===== src/rtl/memory_bist_pkg.sv =====
// Shared types for the memory BIST sweep sequencer: controller states and sweep phases.
package memory_bist_pkg;

    typedef enum logic [2:0] {
        StIdle,
        StWrite,
        StRead,
        StDrain,
        StDone
    } state_e;

    // RAMP writes each word with its own address, ZERO writes all zeros.
    typedef enum logic {
        PhRamp,
        PhZero
    } phase_e;

endpackage


===== src/rtl/memory_bist_checker.sv =====
// Read-data compare pipeline for memory_bist: tracks the read issued last cycle,
// flags a mismatch against the returned word and captures the first failure.
module memory_bist_checker #(
    parameter int unsigned ADDR_WIDTH = 5,
    parameter int unsigned DATA_WIDTH = 8
) (
    input  logic                  clk,
    input  logic                  rst,
    input  logic                  clear_i,
    input  logic                  issue_i,
    input  logic [ADDR_WIDTH-1:0] issue_addr_i,
    input  logic [DATA_WIDTH-1:0] issue_expected_i,
    input  logic                  phase_i,
    input  logic [DATA_WIDTH-1:0] data_out_i,
    output logic                  mismatch_o,
    output logic                  fail_phase_o,
    output logic [ADDR_WIDTH-1:0] fail_addr_o,
    output logic [DATA_WIDTH-1:0] fail_expected_o,
    output logic [DATA_WIDTH-1:0] fail_actual_o
);

    logic                  pend_valid_q, pend_valid_d;
    logic [ADDR_WIDTH-1:0] pend_addr_q, pend_addr_d;
    logic [DATA_WIDTH-1:0] pend_exp_q, pend_exp_d;
    logic                  fail_seen_q, fail_seen_d;
    logic                  fail_phase_q, fail_phase_d;
    logic [ADDR_WIDTH-1:0] fail_addr_q, fail_addr_d;
    logic [DATA_WIDTH-1:0] fail_exp_q, fail_exp_d;
    logic [DATA_WIDTH-1:0] fail_act_q, fail_act_d;

    assign mismatch_o = pend_valid_q && (data_out_i != pend_exp_q);

    always_comb begin
        // A mismatch aborts the sweep, so the read issued alongside it is dropped.
        pend_valid_d = issue_i && !mismatch_o;
        pend_addr_d  = issue_addr_i;
        pend_exp_d   = issue_expected_i;

        fail_seen_d  = fail_seen_q;
        fail_phase_d = fail_phase_q;
        fail_addr_d  = fail_addr_q;
        fail_exp_d   = fail_exp_q;
        fail_act_d   = fail_act_q;

        if (clear_i) begin
            fail_seen_d  = 1'b0;
            fail_phase_d = 1'b0;
            fail_addr_d  = '0;
            fail_exp_d   = '0;
            fail_act_d   = '0;
        end else if (mismatch_o && !fail_seen_q) begin
            fail_seen_d  = 1'b1;
            fail_phase_d = phase_i;
            fail_addr_d  = pend_addr_q;
            fail_exp_d   = pend_exp_q;
            fail_act_d   = data_out_i;
        end
    end

    always_ff @(posedge clk or posedge rst) begin
        if (rst) begin
            pend_valid_q <= 1'b0;
            pend_addr_q  <= '0;
            pend_exp_q   <= '0;
            fail_seen_q  <= 1'b0;
            fail_phase_q <= 1'b0;
            fail_addr_q  <= '0;
            fail_exp_q   <= '0;
            fail_act_q   <= '0;
        end else begin
            pend_valid_q <= pend_valid_d;
            pend_addr_q  <= pend_addr_d;
            pend_exp_q   <= pend_exp_d;
            fail_seen_q  <= fail_seen_d;
            fail_phase_q <= fail_phase_d;
            fail_addr_q  <= fail_addr_d;
            fail_exp_q   <= fail_exp_d;
            fail_act_q   <= fail_act_d;
        end
    end

    assign fail_phase_o    = fail_phase_q;
    assign fail_addr_o     = fail_addr_q;
    assign fail_expected_o = fail_exp_q;
    assign fail_actual_o   = fail_act_q;

endmodule


===== src/rtl/memory_bist.sv =====
// Power-up memory BIST: two fill/verify sweeps (address ramp, then zeros) over a
// synchronous single-port memory, reporting pass/fail and first-failure details.
module memory_bist
    import memory_bist_pkg::*;
#(
    parameter int unsigned ADDR_WIDTH = 5,
    parameter int unsigned DATA_WIDTH = 8
) (
    input  logic                  clk,
    input  logic                  rst,
    input  logic                  start,
    output logic                  busy,
    output logic                  done,
    output logic                  pass,
    output logic                  fail_phase,
    output logic [ADDR_WIDTH-1:0] fail_addr,
    output logic [DATA_WIDTH-1:0] fail_expected,
    output logic [DATA_WIDTH-1:0] fail_actual,
    output logic                  read,
    output logic                  write,
    output logic [ADDR_WIDTH-1:0] addr,
    output logic [DATA_WIDTH-1:0] data_in,
    input  logic [DATA_WIDTH-1:0] data_out
);

    state_e                state_q, state_d;
    phase_e                phase_q, phase_d;
    logic [ADDR_WIDTH-1:0] cnt_q, cnt_d;
    logic                  pass_q, pass_d;

    logic                  clear;
    logic                  mismatch;
    logic                  cnt_last;
    logic                  is_write;
    logic                  is_read;
    logic [DATA_WIDTH-1:0] ramp_word;
    logic [DATA_WIDTH-1:0] expected_word;

    assign cnt_last = &cnt_q;

    // Ramp data is the address taken modulo 2**DATA_WIDTH.
    if (DATA_WIDTH <= ADDR_WIDTH) begin : g_ramp_trunc
        assign ramp_word = cnt_q[DATA_WIDTH-1:0];
    end else begin : g_ramp_ext
        assign ramp_word = {{(DATA_WIDTH - ADDR_WIDTH){1'b0}}, cnt_q};
    end

    assign expected_word = (phase_q == PhRamp) ? ramp_word : '0;

    always_comb begin
        state_d = state_q;
        phase_d = phase_q;
        cnt_d   = cnt_q;
        pass_d  = pass_q;
        clear   = 1'b0;

        unique case (state_q)
            StIdle: begin
                if (start) begin
                    state_d = StWrite;
                    phase_d = PhRamp;
                    cnt_d   = '0;
                    pass_d  = 1'b0;
                    clear   = 1'b1;
                end
            end
            StWrite: begin
                cnt_d = cnt_q + 1'b1;
                if (cnt_last) begin
                    state_d = StRead;
                end
            end
            StRead: begin
                if (mismatch) begin
                    state_d = StDone;
                end else begin
                    cnt_d = cnt_q + 1'b1;
                    if (cnt_last) begin
                        state_d = StDrain;
                    end
                end
            end
            StDrain: begin
                if (mismatch) begin
                    state_d = StDone;
                end else if (phase_q == PhRamp) begin
                    state_d = StWrite;
                    phase_d = PhZero;
                end else begin
                    state_d = StDone;
                    pass_d  = 1'b1;
                end
            end
            StDone: begin
                state_d = StIdle;
            end
            default: begin
                state_d = StIdle;
            end
        endcase
    end

    always_ff @(posedge clk or posedge rst) begin
        if (rst) begin
            state_q <= StIdle;
            phase_q <= PhRamp;
            cnt_q   <= '0;
            pass_q  <= 1'b0;
        end else begin
            state_q <= state_d;
            phase_q <= phase_d;
            cnt_q   <= cnt_d;
            pass_q  <= pass_d;
        end
    end

    assign is_write = (state_q == StWrite);
    assign is_read  = (state_q == StRead);

    assign write   = is_write;
    assign read    = is_read;
    assign addr    = (is_write || is_read) ? cnt_q : '0;
    assign data_in = (is_write && phase_q == PhRamp) ? ramp_word : '0;
    assign busy    = is_write || is_read || (state_q == StDrain);
    assign done    = (state_q == StDone);
    assign pass    = pass_q;

    memory_bist_checker #(
        .ADDR_WIDTH(ADDR_WIDTH),
        .DATA_WIDTH(DATA_WIDTH)
    ) u_checker (
        .clk             (clk),
        .rst             (rst),
        .clear_i         (clear),
        .issue_i         (is_read),
        .issue_addr_i    (cnt_q),
        .issue_expected_i(expected_word),
        .phase_i         (phase_q == PhZero),
        .data_out_i      (data_out),
        .mismatch_o      (mismatch),
        .fail_phase_o    (fail_phase),
        .fail_addr_o     (fail_addr),
        .fail_expected_o (fail_expected),
        .fail_actual_o   (fail_actual)
    );

endmodule


===== config.mk =====
export PLATFORM = sky130hd
export DESIGN_NAME = memory_bist
export DESIGN_NICKNAME = d
export VERILOG_FILES = /design/src/rtl/memory_bist_pkg.sv /design/src/rtl/memory_bist_checker.sv /design/src/rtl/memory_bist.sv
export SDC_FILE = /design/constraint.sdc
export NUM_CORES = 1
export LEC_CHECK = 0
export ABC_AREA = 0
export CORE_AREA = 2 2 78 80
export DETAILED_ROUTE_END_ITERATION = 8
export DIE_AREA = 0 0 80 82
export GPL_ROUTABILITY_DRIVEN = 1
export PLACE_DENSITY = 0.71
export SETUP_SLACK_MARGIN = 0.05
export SLEW_MARGIN = 20
export SYNTH_ARGS = -nofsm -noshare
export SYNTH_HDL_FRONTEND = slang
export SYNTH_SLANG_ARGS = --single-unit

===== constraint.sdc =====
create_clock -name clk -period 3.1 [get_ports clk]
set_clock_uncertainty 0.05 [all_clocks]
set_input_delay 0.465 -clock clk [delete_from_list [all_inputs] [get_ports clk]]
set_output_delay 0.465 -clock clk [all_outputs]
set_load 0.005 [all_outputs]

==> flow_metrics.tcl, run 1 <==
set metrics [dict create \
    outcome "finished, final reports clean" \
    ir_drop_mv 0.308 \
    fin_ws_ps 601 \
    drive_gt1_frac 0.129 \
    arrival_ps 1980 \
    tritoncts "built" \
    yosys_warnings 0 \
    post-cts-setup-buffers 0 \
    cts_buffer_depth 2 \
    yosys.area.top_type_share 0.523 \
    areaGrowthSynthToFinish_pct 28.7 \
    antenna_found_initial 0 \
    power_density_nw_per_um2 700 \
    cts_resized 0 \
    layout_commonest_cell "clkdlybuf4s50_1" \
    nFillCells 562 \
    vias 1377 \
    leakagePower_nw 1.25 \
    grt_max_degree 42 \
    seq_area_frac_synth 0.523 \
    multi_input_area_um2 817 \
    die_area_um2 6560 \
    synth_area_leaders "dfrtp_1 (52%), mux2i_1 (11%), nor2_1 (4.0%), buf_4 (3.4%), nor2_2 (3.2%)" \
    firstDrtPassIters 4 \
    synth_seq_cells 41 \
    regArea_um2 1030 \
    preCtsSetupSlack_ps 865 \
    port_buffers 44 \
    clkTransAtPathRegs_ps 80 \
    overflow 0 \
    cp-end-kind "primary output" \
    grt_setup_unrepaired "no" \
    required_ps 2580 \
    syn_area_um2 1960 \
    grt_pass1_wl_mm 6.73 \
    hpwlAfterDp_mm 2.80 \
    start_util 0.341 \
    critical_path_class "reg -> out" \
    start_kind "flop" \
    synth-main-ff-cell "dfrtp_1" \
    cts_buffers 5 \
    finalHoldViolations 0 \
    clk_latency_ps 290 \
    cts.sinks 41 \
    syn_inst 178 \
    rows 28 \
    detail-route-antenna-nets 0 \
    hold_class "reg -> reg" \
    fin_hold_ws_ps 366 \
    layout_common_cells "clkdlybuf4s50_1 (44), dfrtp_1 (41), mux2i_1 (21), nor2_1 (21), nor2_2 (10)" \
    coreArea_um2 5750 \
    synth_area_leader_cell "dfrtp_1" \
    drv_cap 0 \
    timing.fmax_ghz 0.400 \
    drc_errors 0 \
    dieHeight_um 82 \
    fin_area_um2 2520 \
    fin_nets 236 \
    relSlewSlack 0.587 \
    place.gp.congestion 0.794 \
    io_pins 51 \
    drv_slew 0 \
    placed_area_um2 2440 \
    drtIter0Drc 94 \
    fin_crit_sh 0.806 \
    synthDistinctLibCells 42 \
    setup_viol 0 \
    crit_fanout 10 \
    cts_hold_buf 0 \
    routedWlPerCell_um 13.0 \
    track_usage 0.133 \
    die_w_um 80 \
    vias_per_cell 4.61 \
    period_needed_ps 2500 \
    synth-edff-count 0 \
    cts.htree.levels 2 \
    antenna_cells 0 \
    tightest_slew_ps 620 \
    ys_async_sr_fraction 1.00 \
    clockRootBuffer "clkbuf_8" \
    syn_area_per_cell_um2 11.0 \
    wl_mm 3.90 \
    tns_ps 0 \
    first_global_vias 1410 \
]
[Yosys cell counts, drive strengths merged (3+ instances only)]
library cell,number
buf,13
nor4,3
nor2b,3
nor3,7
nor2,31
inv,8
nand2,7
and2,7
dfrtp,41
xnor2,6
mux2i,21
a21oi,4
[per-stage QoR]
stage                      util  instances  total power, mW
after global routing      0.439        299             1.90
after floorplan               -        183             1.12
after global placement    0.424        291             1.43
after detailed placement  0.424        291             1.44
final                     0.439        299             1.77
after CTS                 0.439        299             1.79
[power by group]
part	internal [mW]	switching, mW
Sequential	0.663	0.133
Combinational	0.355	0.273
Clock	0.159	0.185
Total	1.18	0.591
[cell type report]
| class | instances | area share |
|---|---|---|
| clock inverter | 2 | 0.00595 |
| sequential | 41 | 0.406 |
| tap | 75 | 0.0372 |
| multi-input combinational | 119 | 0.324 |
| timing repair buffer | 48 | 0.186 |
| inverter | 8 | 0.0119 |
| clock buffer | 6 | 0.0287 |
[layer usage]
metal  part of all wire  track usage  vias up
li1                   -            -      678
met1               0.47        0.170      660
met2               0.47        0.217       34
met3              0.054       0.0407        5
met4             0.0077       0.0407        0
met5                  0            0        -
[critical path: stages, from the launching register on]
cell,delay (ps)
dfrtp_1,520
xnor2_1,390
nor2_1,130
and2_1,200
clkdlybuf4s50_1,440
[flip-flops by register name (all words and copies together), names as in the netlist, 3 cells and up]
name	cells
cnt_q	5
state_q	3
u_checker.fail_actual_o	8
u_checker.pend_addr_q	5
u_checker.fail_expected_o	5
u_checker.fail_addr_o	5
u_checker.pend_exp_q	5
[worst paths after layout]
kind                       startpoint                       end  slack, ps  cells past startpoint
max                        state_q[0]                   addr[4]        600                      4
min                          cnt_q[3]  u_checker.pend_addr_q[3]        370                      0
max reg2reg                state_q[2]                  cnt_q[0]       1300                      5
min reg2reg                  cnt_q[3]  u_checker.pend_addr_q[3]        370                      0
max in group asynchronous         rst                  cnt_q[0]       2110                      3
min in group asynchronous         rst  u_checker.fail_addr_o[4]        530                      3
[kinds of logic after synthesis]
family,share of synthesized area
AO/OA/AOI/OAI,0.0587
XOR/XNOR,0.0268
adder cells (fa/ha/maj),0.0128
buffers and inverters,0.0746
flip-flops,0.523
multiplexers,0.107
other,0.00191
AND/OR/NAND/NOR,0.195
Note: power is estimated with default switching activity, not from simulation.
==> run 2: changes to the inputs <==
PLACE_DENSITY = 0.73   (was 0.71)
clock period = 2.1 ns   (was 3.1 ns; I/O delays follow)
==> flow_metrics.tcl, run 2 (synthesized netlist as in run 1, its figures left out) <==
set metrics [dict create \
    switchingPower_mw 0.900 \
    hpwlAfterDp_mm 2.97 \
    required_ps 1740 \
    seq_power_share 0.418 \
    fin_nets 248 \
    drc_errors 0 \
    crit_fanout 6 \
    firstDrtPassIters 4 \
    fin_ws_ps 41.4 \
    start_util 0.341 \
    cts.htree.levels 2 \
    drv_slew 0 \
    track_usage 0.144 \
    antenna_cells 0 \
    detail-route-antenna-nets 0 \
    timing.fmax_ghz 0.486 \
    antenna_found_initial 0 \
    largest_reg_flops 8 \
    preCtsSetupSlack_ps 53.1 \
    ir_drop_mv 0.430 \
    die_area_um2 6560 \
    startpoint "state_q[1]" \
    combPwrFrac 0.409 \
    tightest_slew_ps 514 \
    drtIter0Drc 126 \
    dieHeight_um 82 \
    relSlewSlack 0.657 \
    die_w_um 80 \
    grt_max_degree 42 \
    p_int_mw 1.81 \
    p_total_mw 2.71 \
    port_buffers 44 \
    leakagePower_nw 1.39 \
    arrival_ps 1690 \
    clockRootBuffer "clkbuf_8" \
    cts_buffer_depth 2 \
    vias_per_cell 4.68 \
    overflow 0 \
    fin_area_um2 2680 \
    setup_viol 0 \
    finalHoldViolations 0 \
    cts.sinks 41 \
    critical_path_class "reg -> out" \
    rows 28 \
    regArea_um2 1030 \
    grt_pass1_wl_mm 7.25 \
    switching_share 0.332 \
    routedWlPerCell_um 13.8 \
    fin_crit_sh 0.980 \
    min_from "cnt_q[3]" \
    place.gp.congestion 0.813 \
    clock_power_share 0.173 \
    outcome "finished, final reports clean" \
    wl_mm 4.25 \
    io_pins 51 \
    period_needed_ps 2060 \
    grt_setup_unrepaired "yes" \
    areaGrowthSynthToFinish_pct 36.5 \
    start_kind "flop" \
    cts_buffers 5 \
    nFillCells 541 \
    power_density_nw_per_um2 1010 \
    multi_input_area_um2 861 \
    placed_area_um2 2500 \
    coreArea_um2 5750 \
    layout_common_cells "clkdlybuf4s50_1 (40), dfrtp_1 (38), mux2i_1 (21)" \
    drv_cap 0 \
    tritoncts "built" \
    clkTransAtPathRegs_ps 70 \
    first_global_vias 1483 \
    hold_class "reg -> reg" \
    utilization 0.466 \
    layout_commonest_cell "clkdlybuf4s50_1" \
    cp-end-kind "primary output" \
    clk_latency_ps 290 \
    reg2reg_from "state_q[0]" \
    vias 1446 \
    drive_gt1_frac 0.209 \
]
-- run 2: cell count changes in the layout (fill, tap and decap cells not counted), moves of 2 or more --
cell | before | now
buf_4 | 4 | 13
buf_6 | 0 | 2
clkdlybuf4s50_1 | 44 | 40
clkinvlp_4 | 2 | 0
dfrtp_1 | 41 | 38
dfrtp_2 | 0 | 3
dlymetal6s2s_1 | 0 | 4
nor2_1 | 21 | 19
nor2_2 | 10 | 12
-- run 2: critical path, stage by stage (launching register included) --
cell	delay, ps
dfrtp_2	470
nand2b_4	190
nor3_2	110
and2_1	140
clkdlybuf4s50_1	490
-- run 2: per-layer routing --
metal	GRT usage	vias up	routed length [µm]	share of wire
met5	0	-	0	0
met4	0.0542	0	64	0.015
met3	0.0429	7	213	0.050
met2	0.235	34	2060	0.48
met1	0.180	708	1910	0.45
li1	-	697	-	-
-- run 2: layout make-up --
class                           instances  share of cell area
Tap cell                               75              0.0350
Clock inverter                          1             0.00187
Clock buffer                            5              0.0257
Multi-Input combinational cell        119               0.321
Sequential cell                        41               0.384
Inverter                                8              0.0112
Timing Repair Buffer                   60               0.220
-- run 2: path summary, 6_finish.rpt --
| check | end | slack, ps | cells after the start |
|---|---|---|---|
| max in group asynchronous | state_q[1] | 1220 | 3 |
| worst min register to register | u_checker.pend_addr_q[3] | 370 | 0 |
| worst min-delay path | u_checker.pend_addr_q[3] | 370 | 0 |
| min in group asynchronous | phase_q | 400 | 3 |
| worst max register to register | cnt_q[3] | 290 | 8 |
| worst max-delay path | data_in[0] | 40 | 4 |
-- run 2: what timing repair did --
| action | in CTS | in global routing |
|---|---|---|
| gates resized for setup | 10 | 7 |
| setup endpoints to repair | 12 | 14 |
| pin swaps | 1 | 1 |
| hold buffers | 0 | 0 |
| buffers inserted | 5 | 0 |
-- run 2: per-stage QoR --
stage               TNS [ps]  hold WS, ps  cells
floorplan                  0          317    183
global placement           0          340    298
detailed placement         0          349    298
CTS                        0          364    309
global route            -261          377    309
finish                     0          366    309
-- run 2: power by group through the flow --
stage	Sequential [mW]	Combinational (mW)	Clock, mW
6_report	1.13	1.11	0.470
5_1_grt	1.16	1.24	0.526
4_1_cts	1.13	1.11	0.486
3_5_place_dp	1.14	1.05	0
3_3_place_gp	1.13	1.03	0
2_1_floorplan	1.09	0.562	0
